**src/rtl/id_ex_stage.sv**
```systemverilog
// ID/EX pipeline register for the pipelined MIPS core.
// Captures regfile read data, operand indices, the immediate and decoded control,
// applies the same-cycle WB->ID bypass, detects load-use hazards and inserts
// bubbles on stall or branch flush. Also keeps a saturating count of stall cycles.
//
// Handshake: ex_valid qualifies every ex_* field in the cycle it is high. While
// stall is high, upstream must hold the PC and IF/ID so that the same ID
// instruction is re-presented next cycle. This stage then places a bubble
// (ex_valid=0, ex_ctrl=0) in EX. The stall is combinational from EX state and ID
// inputs only. It never depends on wb_*.
module id_ex_stage #(
  parameter int DATA_W = 32,
  parameter int REG_AW = 5,
  parameter int CNT_W  = 16
) (
  input  logic              clk,
  input  logic              rst,
  input  logic              id_valid,
  input  logic [DATA_W-1:0] rdata1,
  input  logic [DATA_W-1:0] rdata2,
  input  logic [REG_AW-1:0] id_rs,
  input  logic [REG_AW-1:0] id_rt,
  input  logic [REG_AW-1:0] id_rd,
  input  logic [DATA_W-1:0] id_imm,
  input  logic [7:0]        id_ctrl,
  input  logic              wb_regwrite,
  input  logic [REG_AW-1:0] wb_rd,
  input  logic [DATA_W-1:0] wb_data,
  input  logic              flush,
  output logic              stall,
  output logic              ex_valid,
  output logic [DATA_W-1:0] ex_a,
  output logic [DATA_W-1:0] ex_b,
  output logic [DATA_W-1:0] ex_imm,
  output logic [REG_AW-1:0] ex_rs,
  output logic [REG_AW-1:0] ex_rt,
  output logic [REG_AW-1:0] ex_dest,
  output logic [7:0]        ex_ctrl,
  output logic [CNT_W-1:0]  stall_count
);

  // Control byte layout: {regwrite, memread, memwrite, memtoreg, alusrc, regdst, aluop[1:0]}
  localparam int CTRL_MEMREAD = 6;
  localparam int CTRL_REGDST  = 2;

  logic              load_use;
  logic              bubble;
  logic [DATA_W-1:0] a_in;
  logic [DATA_W-1:0] b_in;
  logic [REG_AW-1:0] dest_in;

  // Load-use hazard: the load in EX targets a register that the ID instruction reads.
  // r0 is excluded because a load into r0 never produces a value.
  always_comb begin
    load_use = ex_valid & ex_ctrl[CTRL_MEMREAD] & (ex_rt != '0) & id_valid &
               ((ex_rt == id_rs) | (ex_rt == id_rt));
    stall    = load_use & ~flush;
    bubble   = flush | load_use;
  end

  // WB->ID bypass: a register written back this cycle overrides the stale regfile read.
  always_comb begin
    a_in    = rdata1;
    b_in    = rdata2;
    dest_in = id_ctrl[CTRL_REGDST] ? id_rd : id_rt;
    if (wb_regwrite && (wb_rd != '0) && (wb_rd == id_rs)) a_in = wb_data;
    if (wb_regwrite && (wb_rd != '0) && (wb_rd == id_rt)) b_in = wb_data;
  end

  // EX register: reset clears it, a bubble zeroes it, otherwise it loads the ID slot.
  always_ff @(posedge clk) begin
    if (rst || bubble) begin
      ex_valid <= 1'b0;
      ex_a     <= '0;
      ex_b     <= '0;
      ex_imm   <= '0;
      ex_rs    <= '0;
      ex_rt    <= '0;
      ex_dest  <= '0;
      ex_ctrl  <= '0;
    end else begin
      ex_valid <= id_valid;
      ex_a     <= a_in;
      ex_b     <= b_in;
      ex_imm   <= id_imm;
      ex_rs    <= id_rs;
      ex_rt    <= id_rt;
      ex_dest  <= dest_in;
      ex_ctrl  <= id_valid ? id_ctrl : 8'h00;
    end
  end

  // Stall cycle counter. It saturates at all-ones so that a long run cannot wrap to a small value.
  always_ff @(posedge clk) begin
    if (rst) begin
      stall_count <= '0;
    end else if (stall && (stall_count != '1)) begin
      stall_count <= stall_count + CNT_W'(1);
    end
  end

endmodule

```
**config.mk**
```make
export PLATFORM = sky130hd
export DESIGN_NAME = id_ex_stage
export DESIGN_NICKNAME = d
export VERILOG_FILES = /design/src/rtl/id_ex_stage.sv
export SDC_FILE = /design/constraint.sdc
export NUM_CORES = 1
export LEC_CHECK = 0
export BUFFER_PORTS_ARGS = -buffer_cell sky130_fd_sc_hd__buf_4
export CORE_AREA = 2 2 115 117
export CTS_CLUSTER_SIZE = 30
export DETAILED_ROUTE_END_ITERATION = 8
export DIE_AREA = 0 0 117 119
export PLACE_DENSITY = 0.74
export SKIP_LAST_GASP = 1
export SLEW_MARGIN = 20
export SYNTH_ARGS = -nofsm -noshare
export SYNTH_HDL_FRONTEND = slang
export SYNTH_SLANG_ARGS = --single-unit
```
**constraint.sdc**
```tcl
create_clock -name clk -period 2.5 [get_ports clk]
set_input_delay 0.125 -clock clk [delete_from_list [all_inputs] [get_ports clk]]
set_output_delay 0.125 -clock clk [all_outputs]
set_load 0.01 [all_outputs]
```
==> impl_summary.md <==
Yosys
A synthesized cell averages ~11 um2. In the post-synthesis netlist, the biggest area contributors are dfxtp_1 (54%), mux2i_1 (14%), nor2_1 (6.1%), and2_1 (5.3%), xor2_1 (2.4%). Yosys instantiated no cell more often than dfxtp_1. The sequential area share after synthesis is 0.538. The count of cell types in the netlist is 43.

The cell taking the most area after synthesis is dfxtp_1. The number of warnings printed during yosys synthesis is 0. Counting flops and latches in the post-synthesis netlist gives ~140. The share of the synthesized area in the top cell type is 0.538. Of the total synthesized cell area, the portion taken by AND, OR, NAND and NOR gates is 0.198. The dominant combinational cell family by area after synthesis is simple AND/OR/NAND/NOR gates. The commonest cells after synthesis are dfxtp_1 (136), nor2_1 (82), mux2i_1 (70), and2_1 (43), xor2_1 (14). The post-synth net total is about 640. The number of enable flip-flop cells after synthesis is 0.

After synthesis the cells add up to between 5000 and 6000 um2. The area fraction in compound gates after synthesis is 0.0386. The post-synthesis cell count is approximately 470. The XOR/XNOR share of the synthesized area is 0.0346. The portion of synthesized area spent on multiplexers is 0.158. Of the total synthesized cell area, the portion taken by full adders, half adders and majority gates is 0.00247. For this run, asynchronously set or reset flops after synthesis account for 0. In the synthesized netlist the dominant register cell turns out to be dfxtp_1.

Timing
Headroom to the max-slew limit came out at 0.601. The clock period minus worst slack is roughly 2.4 ns. The setup slack after layout is about 0.064 ns. The final setup violation count is 0.

Static timing analysis puts the maximum clock frequency at between 400 and 500 MHz. Setup repair after global routing left no endpoint under its margin. Dividing the final minimum period by the clock period gives 0.974. The number of hold violations in the final report is 0. The worst clock skew on the final layout is 0.0128 ns. After routing, the total negative slack on setup checks comes to 0 ns. The slew at the pin closest to its max-slew limit is slightly below 0.6 ns. The total count of max-transition violations in the final report is 0.

The final-layout worst hold slack is roughly 0.041 ns.

Critical path
Counting stages on the worst path, the most repeated cell is dlygate4sd3_1. The critical path in this run is classified as input pin to flip-flop. STA puts the critical path data required time at ~2.8 ns. The critical path goes through dlygate4sd3_1 > buf_4 > xnor2_1 > nand3_1 > nor4_4 > clkbuf_16 > mux2i_1 > dlygate4sd3_1 > nor2_1. The slowest stage cell on the critical path is dlygate4sd3_1. The cell count of the worst reg-to-reg path is 6. The worst endpoint data arrival time is 2.73 ns. STA classifies the critical path endpoint as a flip-flop. The highest cell delay on the worst timing path is between 0.6 and 0.7 ns. The largest driver fanout on the critical path is 16.

The kind of start point of the critical path is an input pin.

CTS
The root buffer selected by CTS is clkbuf_16. The number of clock buffers added by TritonCTS is 17. The clock latency on the worst-skew pair is approximately 0.41 ns. Clock-pin slew was measured on the worst setup and hold paths at around 0.060 ns. CTS saw between 100 and 150 sinks. The H-tree depth reported by CTS is 4. The clock passes through at most 2 buffers. TritonCTS built the clock tree.

Worst hold path
The number of cells traversed by the worst hold path is 2. The class of the worst hold path is input pin to flip-flop.

Placed design
The half-perimeter wire length after placement is about 11 mm. The worst setup slack before clock tree synthesis is approximately 0.26 ns. The count of input and output buffers is ~300. Once placement finished, the instance area stood at roughly 7500 um2. The congestion estimate from routability-driven global placement came to 0.894.

Status
The run finished with clean final reports.

GRT
The largest net degree at the start of global routing is 70. The via count of the first global-routing pass is approximately 6000. The initial antenna violation count is 3. The first global-routing pass estimated roughly 32 mm of wire. The overall track demand over capacity in global routing is 0.302. The remaining global-route overflow is 0.

Drt
The detail route stage leaves a number of antenna-violating nets equal to 0. Using the TritonRoute via totals, the vias-per-cell ratio works out to 4.90. The detailed-route wire length per cell is between 15 and 20 um. For this block, the routed nets add up to about 22 mm of wire.

The number of iterations in the first detailed-routing pass is 5. Summing over every cut layer, the via total after detailed routing is 5625. After the first detailed-routing iteration, the DRC count stood at about 350. In the routed design, unresolved DRC markers number 0.

Floorplanning
The height of the chip is between 100 and 150 um. The die boundary width is between 100 and 150 um. The I/O pin count is between 200 and 300. The overall die area is 13900 um2. The initial core utilization is 0.393. The floorplan has 42 rows.

The placeable core region is between 10000 and 15000 um2.

Power and ir drop
The power per unit of standard cell area is ~560 nW/um2. The static leakage is 4.39 nW. The worst voltage drop across the vdd grid is just under 0.5 mV. The design draws ~5.6 mW.

Run
The number of max-cap violations is 0.

Finish
The finished cells cover between 9000 and 10000 um2. The number of nets in the finished design is between 1000 and 1500. The area growth from synthesis to layout is 96.0%.

The ratio of cells with drive above 1 in the final layout is 0.374.
final cells by class:
type / count / area (um2)
Inverter: 3 / 11.3
Fill cell: 731 / 2950
Timing Repair Buffer: 488 / 4190
Antenna cell: 3 / 7.51
Tap cell: 176 / 220
Multi-Input combinational cell: 309 / 2210
Clock buffer: 18 / 439
Sequential cell: 136 / 2720
Clock inverter: 14 / 123
critical path: cells and delay by family:
| kind | cells | cell delay (ns) |
|---|---|---|
| buffers and inverters | 4 | 1.60 |
| and+or+nand+nor | 3 | 0.55 |
| muxes | 1 | 0.25 |
| xor gates and xnor gates | 1 | 0.19 |
state kept, by name, indices dropped and copies added, names as in the netlist:
name,count
ex_ctrl,8
stall_count,16
ex_rs,5
ex_rt,5
ex_b,32
ex_valid,1
ex_dest,5
ex_a,32
ex_imm,32
routing by layer:
| layer | vias up | track usage | wire, um |
|---|---|---|---|
| li1 | 2573 | - | - |
| met1 | 2663 | 0.289 | 7700 |
| met2 | 298 | 0.549 | 11500 |
| met3 | 91 | 0.0957 | 1580 |
| met4 | 0 | 0.182 | 1220 |
| met5 | - | 0 | 0 |
cell usage in the layout, fill, tap and decap left out, types with 2 or more instances in the layout:
cell type        n
a21oi_1          7
and2_1          43
and3_1           8
buf_12           2
buf_4          300
buf_6            2
clkbuf_16       19
clkinv_2         5
clkinv_4         2
clkinvlp_4       2
dfxtp_1        136
diode_2          3
dlygate4sd3_1  182
inv_1            3
inv_6            4
mux2_4           6
mux2i_1         70
nand2_1          3
nand2b_1         2
nand3_1         10
nand4_1          4
nor2_1          82
nor2b_1          7
nor3_1           5
nor3_2           4
nor4_4           2
o21ai_1          2
o31ai_1          7
or4_1           10
xnor2_1          6
xor2_1          14
metrics by stage:
step / std cells / util
after floorplan: 473 / -
after CTS: 1141 / 0.765
after detailed placement: 927 / 0.580
final: 1147 / 0.771
after global placement: 927 / 0.580
after global routing: 1147 / 0.771
worst paths after layout:
check	startpoint	endpoint	slack [ns]
setup / recovery	id_rt[0]	ex_b[28]$_SDFF_PP0_	0.06
setup reg to reg	stall_count[0]$_SDFFE_PP0P_	stall_count[4]$_SDFFE_PP0P_	0.24
hold reg to reg	stall_count[14]$_SDFFE_PP0P_	stall_count[14]$_SDFFE_PP0P_	0.53
hold / removal	id_ctrl[2]	ex_ctrl[2]$_SDFF_PP0_	0.04
cells by family (layout without fill, tap and decap cells):
family	count (synthesis)	count (layout)
adders and majority gates	1	1
AOI/OAI and AO/OA	24	24
muxes	77	77
other	0	3
buffers and inverters	28	523
xor gates and xnor gates	20	20
and+or+nand+nor	187	187
DFF	136	136
power by group:
| group | leakage, nW | internal, mW | switching (mW) |
|---|---|---|---|
| sequential | 1.11 | 2.25 | 0.0337 |
| combinational | 3.00 | 0.540 | 0.345 |
| clock | 0.277 | 1.40 | 0.988 |
repair_timing:
| action | 4_1_cts | 5_1_grt |
|---|---|---|
| endpoints found under the hold margin | 118 | 0 |
| buffers inserted | 0 | 1 |
| hold buffers | 182 | 0 |
| setup endpoints to repair | 0 | 62 |
| gates resized for setup | 0 | 10 |
(Power assumes the default switching activity.)
